===== config.mk =====
export PLATFORM = sky130hd
export DESIGN_NAME = pc_fetch_unit
export DESIGN_NICKNAME = d
export VERILOG_FILES = /design/src/rtl/cpu_pkg.sv /design/src/rtl/pc_adder.sv /design/src/rtl/pc_fetch_unit.sv
export SDC_FILE = /design/constraint.sdc
export NUM_CORES = 1
export LEC_CHECK = 0
export ABC_AREA = 1
export BUFFER_PORTS_ARGS = -buffer_cell sky130_fd_sc_hd__buf_2
export CAP_MARGIN = 40
export CORE_UTILIZATION = 47
export CTS_CLUSTER_SIZE = 12
export DETAILED_ROUTE_END_ITERATION = 7
export GPL_ROUTABILITY_DRIVEN = 0
export PLACE_DENSITY_LB_ADDON = 0.3
export SLEW_MARGIN = 15
export SYNTH_ARGS = -nofsm -noshare
export SYNTH_HDL_FRONTEND = slang
export SYNTH_SLANG_ARGS = --single-unit

===== constraint.sdc =====
create_clock -name CLK -period 3.05 [get_ports CLK]
set_clock_uncertainty 0.05 [all_clocks]
set_input_delay 0.61 -clock CLK [delete_from_list [all_inputs] [get_ports CLK]]
set_output_delay 0.61 -clock CLK [all_outputs]
set_load 0.01 [all_outputs]

===== src/rtl/cpu_pkg.sv =====
// Shared types and constants for the 16-bit datapath.
// Fetch FSM encoding and PC reset/step defaults live here.
package cpu_pkg;

    localparam int WORD_W = 16;
    localparam int PC_STEP = 2;
    localparam logic [WORD_W-1:0] RESET_VECTOR = 16'h0000;

    typedef enum logic [2:0] {
        ST_IDLE  = 3'd0,
        ST_FETCH = 3'd1,
        ST_WAIT  = 3'd2,
        ST_HALT  = 3'd3,
        ST_FAULT = 3'd4
    } fetch_state_t;

endpackage


===== src/rtl/pc_adder.sv =====
// Plain modulo-2^W adder shared by the PC incrementer
// and the branch-target adder.
module pc_adder #(
    parameter int W = 16
) (
    input  logic [W-1:0] a,
    input  logic [W-1:0] b,
    output logic [W-1:0] sum
);

    assign sum = a + b;

endmodule


===== src/rtl/pc_fetch_unit.sv =====
// PC register and instruction-fetch FSM with a req/ack
// handshake to instruction memory.
module pc_fetch_unit
    import cpu_pkg::*;
#(
    parameter logic [WORD_W-1:0] RESET_VECTOR = cpu_pkg::RESET_VECTOR,
    parameter int                PC_STEP      = cpu_pkg::PC_STEP
) (
    input  logic              CLK,
    input  logic              RST,
    input  logic [WORD_W-1:0] NEXT_PC,
    input  logic              STALL,
    input  logic              HALT_REQ,
    input  logic              IMEM_ACK,
    input  logic [WORD_W-1:0] IMEM_DATA,
    output logic [WORD_W-1:0] PC,
    output logic [WORD_W-1:0] PC_PLUS,
    output logic [WORD_W-1:0] IMEM_ADDR,
    output logic              IMEM_REQ,
    output logic [WORD_W-1:0] IR,
    output logic              IR_VALID,
    output logic              FAULT,
    output logic              HALTED
);

    fetch_state_t state;
    logic         halt_pend;

    pc_adder #(.W(WORD_W)) u_inc (
        .a   (PC),
        .b   (WORD_W'(PC_STEP)),
        .sum (PC_PLUS)
    );

    assign IMEM_ADDR = PC;

    always_ff @(posedge CLK) begin
        if (RST) begin
            state     <= ST_IDLE;
            PC        <= RESET_VECTOR;
            IR        <= '0;
            IR_VALID  <= 1'b0;
            IMEM_REQ  <= 1'b0;
            FAULT     <= 1'b0;
            HALTED    <= 1'b0;
            halt_pend <= 1'b0;
        end else begin
            IR_VALID <= 1'b0;
            unique case (state)
                ST_IDLE: begin
                    if (HALT_REQ || halt_pend) begin
                        state  <= ST_HALT;
                        HALTED <= 1'b1;
                    end else if (!STALL) begin
                        state    <= ST_FETCH;
                        IMEM_REQ <= 1'b1;
                    end
                end
                ST_FETCH, ST_WAIT: begin
                    if (IMEM_ACK) begin
                        if (NEXT_PC[0]) begin
                            state    <= ST_FAULT;
                            FAULT    <= 1'b1;
                            IMEM_REQ <= 1'b0;
                        end else begin
                            IR       <= IMEM_DATA;
                            IR_VALID <= 1'b1;
                            PC       <= NEXT_PC;
                            // A pending halt passes through IDLE so the
                            // IR_VALID pulse never lands in HALT.
                            if (HALT_REQ || halt_pend) begin
                                state     <= ST_IDLE;
                                IMEM_REQ  <= 1'b0;
                                halt_pend <= 1'b1;
                            end else if (STALL) begin
                                state    <= ST_IDLE;
                                IMEM_REQ <= 1'b0;
                            end else begin
                                state <= ST_FETCH;
                            end
                        end
                    end else begin
                        state <= ST_WAIT;
                        if (HALT_REQ) halt_pend <= 1'b1;
                    end
                end
                ST_HALT, ST_FAULT: begin
                end
                default: begin
                    state    <= ST_IDLE;
                    IMEM_REQ <= 1'b0;
                end
            endcase
        end
    end

endmodule


==> flow_summary.ini, run 1 <==
[die]
start_util = 0.501
die_h_um = 64.9
die_w_um = 64.9
rows = 22
design.portCount = 105
die_area_um2 = 4210
core_um2 = 3720

[critical_path]
cp-end-kind = output port
cp.required_ns = 2.39
r2r-start = state[1]$_SDFFE_PP0P_
critPathLaunchType = register
cp_top_family = simple AND/OR/NAND/NOR gates
r2r_end = IR[15]$_SDFFE_PP0P_
crit_fanout = 5
cp_slowest_cell = dfxtp_1
slowest_delay_ns = 0.39
regToRegSetupSlack_ns = 1.45
crit_arrival_ns = 1.73
cp_cell_sequence = ha_1 > nand2_1 > nor2_1 > nand4_1 > xnor2_1 > buf_2
r2r_cells = 8
cp_num_buf_inv = 1
path_class = register to output port

[clock_tree]
cts_buffers = 5
clock_path_buffers = 2
clk_latency_ns = 0.28
cts-root-buf = clkbuf_8
htreeDepth = 2
cts.sinks = 39
cts_hold_buf = 0
clkSlewWorstSetupHoldPaths_ns = 0.08
postCtsSetupBuffers = 0
postCtsResizedCells = 0
cts_tree = done

[global_routing]
top_usage_layer = met2
overflow = 0
grt_max_degree = 42
grt_pass1_vias = 1568
use_met2 = 0.355
gr-usage-all-layers = 0.204
use_met1 = 0.233
grt_pass1_wl_um = 6620
antenna_found_initial = 0
use_met3 = 0.0528

[synth]
synth_area_leader_cell = dfxtp_1
ys_seq_elements = 39
synth_area_leaders = dfxtp_1, nor2_1, o21ai_1
synth_area_um2 = 1860
syn_area_per_cell_um2 = 7.35
netlist_top_cells_count = nor2_1, dfxtp_1, o21ai_1
yosysMostFrequentCell = nor2_1
synth-edff-count = 0
synth_top_area_frac = 0.420
synth_ff_type = dfxtp_1
ys_seq_area_frac = 0.420
synthArstFlopShare = 0
synth_cell_types = 25
synth_cells = 253
yosys_warnings = 0

[min_path]
hold_path_class = register to register
hp-start = FAULT$_SDFFE_PP0P_
min_to = FAULT$_SDFFE_PP0P_
min_path_cells = 2

[placed_design]
numPortBuffers = 101
dp_hpwl_um = 3070

[drt]
post_drt_wl_per_cell_um = 10.6
drt-total-wl_um = 4090
vias = 1825
drtPass1Iterations = 4
drc_errors = 0
via_per_inst = 4.73
ant_nets = 0
drt-initial-drc-count = 115

[timing]
slew_viol_final = 0
fin_crit_sh = 0.785
fin_crit_ns = 2.39
tns_ns = 0
setup_viol = 0
clock.fmax_mhz = 418
rsz0062_at_grt = no
hold_viol_final = 0

[finish]
n_antenna_cell = 0
regArea_um2 = 781
finalNetCount = 375
synthToLayoutAreaGrowth_pct = 26.4
n_fill_cell = 353
post-route-util = 0.633
drive_gt1_frac = 0.352
multi_input_comb_area_um2 = 808

[outcome]
status = finished clean

[pwr]
vdd_drop_max_v = 0.000365
cellLeakagePower_uw = 0.00125
power.density_nw_per_um2 = 700

[job]
drv_cap = 0
stage by stage:
step | hold WS [ns] | cell area, µm² | worst slack (ns) | instances | power [µW]
floorplan | 0.387 | 1870 | 1.07 | 255 | 1160
global placement | 0.384 | 2240 | 1.02 | 377 | 1320
detailed placement | 0.390 | 2270 | 0.977 | 378 | 1340
CTS | 0.401 | 2350 | 0.660 | 386 | 1660
global route | 0.413 | 2350 | 0.494 | 386 | 1780
finish | 0.398 | 2350 | 0.656 | 386 | 1650
sequential cells by signal, indices dropped and copies added, names as in the netlist:
signal,count
IR,16
IMEM_ADDR,15
state,3
FAULT,1
HALTED,1
IMEM_REQ,1
IR_VALID,1
halt_pend,1
placed cells by master (no fill, tap or decap):
master	netlist	routed
nor2_1	58	58
inv_4	1	1
ha_1	1	1
nor2_2	2	2
inv_2	3	3
xor2_1	11	11
a31oi_1	1	1
inv_1	18	18
nand2_4	1	1
buf_2	2	101
nor3_1	3	3
nand3_1	9	9
buf_16	0	1
o21ai_0	1	1
clkinv_2	0	3
o21ai_1	32	32
clkbuf_8	0	5
nand4_1	3	3
xnor2_1	2	2
nand3_2	1	1
nor3_2	1	1
a21oi_1	13	13
dfxtp_1	39	39
nand2_1	25	25
conb_1	1	3
worst min-delay path, cell delays in order (launching register included):
cell and delay [ns]:
dfxtp_1 0.31, inv_1 0.04, a21oi_1 0.05
power breakdown:
group | leakage, µW | internal [µW] | switching [µW] | total (µW)
Clock | 0.0000477 | 156 | 169 | 325
Combinational | 0.000881 | 246 | 377 | 624
Sequential | 0.000319 | 615 | 81.4 | 697
how the worst max path moves through the flow:
stage	depth (start not counted)	endpoint	slack [ns]	from
after floorplan	5	PC_PLUS[13]	1.07	IMEM_ADDR[2]$_SDFFE_PP0P_
after global placement	6	PC_PLUS[13]	1.02	IMEM_ADDR[1]$_SDFFE_PP0P_
after detailed placement	6	PC_PLUS[13]	0.98	IMEM_ADDR[1]$_SDFFE_PP0P_
after CTS	6	PC_PLUS[13]	0.66	IMEM_ADDR[1]$_SDFFE_PP0P_
after global routing	6	PC_PLUS[13]	0.49	IMEM_ADDR[2]$_SDFFE_PP0P_
final	6	PC_PLUS[13]	0.66	IMEM_ADDR[1]$_SDFFE_PP0P_
final cells by class:
class,count,area share
multi-input cells,167,0.344
flip-flops and latches,39,0.332
repair buffers,102,0.227
inverters,22,0.0362
clock buffers,5,0.0293
well taps,48,0.0255
clock inverters,3,0.00639
logic make-up after synthesis:
| group | share of synthesized area |
|---|---|
| adder cells (fa/ha/maj) | 0.00672 |
| buffers and inverters | 0.150 |
| flip-flops | 0.420 |
| AO/OA/AOI/OAI | 0.127 |
| AND/OR/NAND/NOR | 0.233 |
| XOR/XNOR | 0.0612 |
| other | 0.00202 |
per-layer routing:
layer / wire length [µm] / up-vias
met2: 1900 / 73
met1: 1830 / 792
met4: 99 / 0
li1: - / 951
met3: 261 / 9
met5: 0 / -
(Power assumes the default switching activity.)
==> run 2, diff against run 1 <==
--- a/config.mk
+++ b/config.mk
@@ -5,10 +5,10 @@
 export SDC_FILE = /design/constraint.sdc
 export NUM_CORES = 1
 export LEC_CHECK = 0
-export ABC_AREA = 1
+export ABC_AREA = 0
 export BUFFER_PORTS_ARGS = -buffer_cell sky130_fd_sc_hd__buf_2
 export CAP_MARGIN = 40
-export CORE_UTILIZATION = 47
+export CORE_UTILIZATION = 39
 export CTS_CLUSTER_SIZE = 12
 export DETAILED_ROUTE_END_ITERATION = 7
 export GPL_ROUTABILITY_DRIVEN = 0
==> constraint.sdc (replaced) <==
create_clock -name CLK -period 2 [get_ports CLK]
set_clock_uncertainty 0.05 [all_clocks]
set_input_delay 0.4 -clock CLK [delete_from_list [all_inputs] [get_ports CLK]]
set_output_delay 0.4 -clock CLK [all_outputs]
set_load 0.01 [all_outputs]
==> run 2 against run 1 <==
  * The run now ends with design-rule violations left
  * Cell count decreased by 0.78%
  * Clock-buffer cell count is 1 higher
  * Global-route usage fell by 2.4 points
  * Hold slack got worse by 0.11 ns
  * Sequential cell count is the same
  * Sequential share of layout area fell by 1.1 points
  * Sequential power increased by 34%
  * Combinational power shrank 18%
  * Via count up 3.9%
  * Critical path depth down 1
  * Power is 20% higher
  * Non-clock buffer count up 15
  * Largest power group unchanged
==> flow_summary.ini, run 2 <==
[outcome]
status = complete, but fails checks
violations = design-rule violations

[critical_path]
cp-end-kind = output port
path_class = register to output port
slowest_delay_ns = 0.33
crit_arrival_ns = 1.51
cp_slowest_cell = dfxtp_2
cp.required_ns = 1.55
crit_fanout = 4
cp_num_buf_inv = 1
cp_cell_sequence = nand4_1 > nor3_4 > nand3_1 > xnor2_1 > buf_2
cp_top_family = simple AND/OR/NAND/NOR gates
critPathLaunchType = register

[timing]
fin_crit_ns = 1.96
finalHoldWorstSlack_ns = 0.283
fin_crit_sh = 0.978
hold_viol_final = 0
fin_ws_ns = 0.0433
setup_viol = 0
rsz0062_at_grt = yes
slew_viol_final = 0
clock.fmax_mhz = 511

[synth]
yosysMostFrequentCell = nand2_1
synth_cell_types = 33
synthMuxAreaShare = 0.00540
synth_compound_area_frac = 0.130
synth_cells = 237
synth_adder_area_share = 0.00675
synth-edff-count = 0
synth-xor-area-share = 0.0709
syn_area_per_cell_um2 = 7.82
ys_seq_elements = 39
ys_seq_area_frac = 0.421
netlist_top_cells_count = nand2_1, dfxtp_1, a21oi_1
synth_area_um2 = 1850
yosys_warnings = 0
synth_area_leaders = dfxtp_1, nand2_1, a21oi_1
yosys.area_share.simple = 0.235
synth_top_area_frac = 0.421
synth_area_leader_cell = dfxtp_1
synth_top_family_by_area = simple AND/OR/NAND/NOR gates
synthArstFlopShare = 0
synth_ff_type = dfxtp_1

[placed_design]
numPortBuffers = 101
pre_cts_slack_ns = 0.143
dp_hpwl_um = 3220
place_area_um2 = 2320
place_inst = 374

[die]
core_um2 = 4470
rows = 24
die_area_um2 = 5030
design.portCount = 105
start_util = 0.414
die_w_um = 71.0
die_h_um = 71.0

[global_routing]
use_met2 = 0.307
antenna_found_initial = 0
grt_pass1_vias = 1616
use_met3 = 0.0456
grt_pass1_wl_um = 7270
use_met1 = 0.228
overflow = 0
gr-usage-all-layers = 0.180
top_usage_layer = met2
grt_max_degree = 27

[clock_tree]
clock_path_buffers = 2
cts-root-buf = clkbuf_8
clk_latency_ns = 0.28
cts_buffers = 5
htreeDepth = 2
cts_tree = done
clkSlewWorstSetupHoldPaths_ns = 0.07
cts.sinks = 39

[drt]
drc_errors = 11
via_per_inst = 4.95
ant_nets = 0
drtPass1Iterations = 6
drt-total-wl_um = 4500
drt-initial-drc-count = 93
vias = 1896
post_drt_wl_per_cell_um = 11.7

[finish]
stdcell_count = 383
largest_reg_flops = 16
final_cell_mix = buf_2, nand2_1, a21oi_1
post-route-util = 0.550
multi_input_comb_area_um2 = 882
finalNetCount = 369
synthToLayoutAreaGrowth_pct = 32.8
regArea_um2 = 791
layout_commonest_cell = buf_2
top_register = IR
n_fill_cell = 427
n_antenna_cell = 0
final_cell_area_um2 = 2460
drive_gt1_frac = 0.417

[pwr]
vdd_drop_max_v = 0.000496
power.density_nw_per_um2 = 800
cellLeakagePower_uw = 0.00122

[min_path]
hold_path_class = primary input to register

[job]
drv_cap = 0
==> run 2: repair_timing <==
action	CTS	global route
hold buffers	0	0
buffers inserted	1	1
setup endpoints to repair	8	7
pin swaps	4	8
resized for setup	5	12
==> run 2: path summary, 6_finish.rpt <==
kind,slack [ns],startpoint,depth (start not counted),end
setup / recovery,0.04,IMEM_ADDR[4]$_SDFFE_PP0P_,5,PC_PLUS[13]
hold / removal,0.28,NEXT_PC[1],3,IMEM_ADDR[1]$_SDFFE_PP0P_
setup reg to reg,0.32,state[1]$_SDFFE_PP0P_,5,state[0]$_SDFFE_PP0P_
hold reg to reg,0.39,HALTED$_SDFFE_PP0P_,2,HALTED$_SDFFE_PP0P_
==> run 2: worst min-delay path, cell delays in order <==
cell	delay [ns]
buf_2	0.09
nand2_1	0.04
a21oi_1	0.05
==> run 2: report_power, final <==
| part | switching, µW | internal, µW | total, µW | leakage (µW) |
|---|---|---|---|---|
| clock network | 257 | 270 | 528 | 0.0000470 |
| registers | 76.7 | 856 | 933 | 0.000321 |
| logic | 279 | 231 | 509 | 0.000851 |
| total | 613 | 1360 | 1970 | 0.00122 |
==> run 2: layout make-up <==
type	instances	share of cell area
inverter	3	0.00457
clock inverter	1	0.00203
tap	52	0.0264
multi-input combinational	165	0.358
timing repair buffer	117	0.254
clock buffer	6	0.0335
sequential	39	0.321
==> run 2: logic make-up (layout without fill, tap and decap cells) <==
group,Yosys count,count (layout)
simple gates,102,102
compound gates,43,43
fa+ha+maj,1,1
flops,39,39
other cells,1,3
buf+inv,35,127
xor+xnor,15,15
mux,1,1
==> run 2: routing by layer <==
layer  up-vias  part of all wire
li1        947                 -
met1       862              0.45
met2        83              0.48
met3         4             0.068
met4         0            0.0051
met5         -                 0
==> run 2: metrics by stage <==
stage / TNS (ns) / total power (µW)
after floorplan: 0 / 1300
after global placement: 0 / 1450
after detailed placement: 0 / 1460
final: 0 / 1970
after CTS: -0.00623 / 1990
after global routing: -0.302 / 2100
==> run 3, diff against run 2 <==
--- a/config.mk
+++ b/config.mk
@@ -8,7 +8,8 @@
 export ABC_AREA = 0
 export BUFFER_PORTS_ARGS = -buffer_cell sky130_fd_sc_hd__buf_2
 export CAP_MARGIN = 40
-export CORE_UTILIZATION = 39
+export CORE_UTILIZATION = 41
+export CTS_BUF_LIST = sky130_fd_sc_hd__clkbuf_8
 export CTS_CLUSTER_SIZE = 12
 export DETAILED_ROUTE_END_ITERATION = 7
 export GPL_ROUTABILITY_DRIVEN = 0
==> constraint.sdc (replaced) <==
create_clock -name CLK -period 1.7 [get_ports CLK]
set_clock_uncertainty 0.05 [all_clocks]
set_input_delay 0.34 -clock CLK [delete_from_list [all_inputs] [get_ports CLK]]
set_output_delay 0.34 -clock CLK [all_outputs]
set_load 0.01 [all_outputs]
==> run 3 against run 2 <==
  * The flow finishes with violations (negative setup slack)
  * Register-to-register slack got worse by 0.17 ns
  * Core utilization rose by 6.5 points
  * Die area fell by 4.7%
  * Combinational power rose by 32%
  * Cell count rose by 3.9%
  * Largest cell class unchanged
  * Critical path depth did not move
  * Power rose by 19%
  * Via count rose by 0.84%
==> flow_summary.ini, run 3 (synthesis gave the netlist of run 2 again) <==
[outcome]
status = complete, but fails checks
violations = negative setup slack

[global_routing]
overflow = 0
antenna_found_initial = 0
grt_pass1_wl_um = 7410
gr-usage-all-layers = 0.189
grt_pass1_vias = 1689
grt_max_degree = 21

[drt]
drc_errors = 0
drt-initial-drc-count = 76
drt-total-wl_um = 4730
post_drt_wl_per_cell_um = 11.9
via_per_inst = 4.80
ant_nets = 0
vias = 1912
drtPass1Iterations = 4

[critical_path]
cp.required_ns = 1.31
crit_path_frequent_cell = nand4_1
cp_cell_sequence = nand4_1 > nor3_4 > nand4_1 > xnor2_2 > buf_2
critPathLaunchType = register
crit_fanout = 4
path_class = register to output port
cp-end-kind = output port
slowest_delay_ns = 0.33
crit_arrival_ns = 1.53
cp_slowest_cell = dfxtp_2

[timing]
slew_viol_final = 0
finalHoldWorstSlack_ns = 0.234
fin_ws_ns = -0.225
fin_crit_sh = 1.13
tns_ns = -1.42
fin_crit_ns = 1.92
hold_viol_final = 0
rsz0062_at_grt = yes
setup_viol = 11
clock.fmax_mhz = 520

[finish]
synthToLayoutAreaGrowth_pct = 44.4
top_register = IR
post-route-util = 0.615
final_cell_mix = buf_2, nand2_1, a21oi_1
finalNetCount = 383
stdcell_count = 398
regArea_um2 = 795
multi_input_comb_area_um2 = 973
n_antenna_cell = 0
largest_reg_flops = 16
drive_gt1_frac = 0.471
layout_commonest_cell = buf_2
n_fill_cell = 417

[clock_tree]
clk_latency_ns = 0.28
cts.sinks = 39
htreeDepth = 2
cts_tree = done
clock_path_buffers = 2
cts_hold_buf = 0
cts-root-buf = clkbuf_8
cts_buffers = 5
clkSlewWorstSetupHoldPaths_ns = 0.07

[pwr]
power.density_nw_per_um2 = 876
p_total_uw = 2350
seqPwrFrac = 0.461
comb_power_share = 0.287
switching_share = 0.319
clkPwrFrac = 0.252
p_switching_uw = 748
internal_power_uw = 1600
vdd_drop_max_v = 0.000584
cellLeakagePower_uw = 0.00138

[die]
die_w_um = 69.3
design.portCount = 105
die_h_um = 69.3
core_um2 = 4350
die_area_um2 = 4800
start_util = 0.426
rows = 24

[placed_design]
place_inst = 382
numPortBuffers = 101
dp_hpwl_um = 3290

[job]
drv_cap = 0

[min_path]
hold_path_class = primary input to register
[run 3: layout make-up]
cell class / count / area share
clock buffers: 5 / 0.0257
clock inverters: 3 / 0.00561
inverters: 3 / 0.00421
multi-input cells: 165 / 0.364
flip-flops and latches: 39 / 0.297
well taps: 52 / 0.0243
repair buffers: 131 / 0.280
[run 3: final timing paths]
kind / endpoint / slack, ns / cells past startpoint / startpoint
setup reg to reg: IMEM_ADDR[4]$_SDFFE_PP0P_ / 0.15 / 5 / state[0]$_SDFFE_PP0P_
hold / removal: IMEM_ADDR[1]$_SDFFE_PP0P_ / 0.23 / 3 / NEXT_PC[1]
setup / recovery: PC_PLUS[14] / -0.22 / 5 / IMEM_ADDR[7]$_SDFFE_PP0P_
hold reg to reg: HALTED$_SDFFE_PP0P_ / 0.40 / 2 / HALTED$_SDFFE_PP0P_
[run 3: power groups by stage]
stage / combinational (µW) / clock, µW / sequential [µW]
6_report: 674 / 590 / 1080
5_1_grt: 741 / 657 / 1090
4_1_cts: 670 / 616 / 1080
3_5_place_dp: 654 / 0 / 1100
3_3_place_gp: 646 / 0 / 1090
2_1_floorplan: 406 / 0 / 1130
[run 3: per-layer routing]
| metal | share of wire | vias to the layer above | track usage |
|---|---|---|---|
| met2 | 0.50 | 73 | 0.335 |
| met5 | 0 | - | 0 |
| li1 | - | 972 | - |
| met4 | 0.0099 | 0 | 0.0544 |
| met3 | 0.060 | 6 | 0.0451 |
| met1 | 0.43 | 861 | 0.224 |
[run 3: worst max-delay path, delay by kind of cell, from the launching register on]
family,cells,cell delay (ns)
buf+inv,1,0.14
simple gates,3,0.61
flops,1,0.33
xor+xnor,1,0.16
[run 3: per-stage QoR]
step	worst slack, ns	cell area (µm²)
after CTS	-0.218	2590
after global placement	0.0467	2410
final	-0.225	2680
after global routing	-0.305	2680
after detailed placement	-0.00217	2410
after floorplan	-0.00722	1890
[run 3: timing repair]
item,4_1_cts,5_1_grt
gates resized for setup,19,12
endpoints found under the setup margin,11,12
setup buffers,4,4
pin swaps,11,12
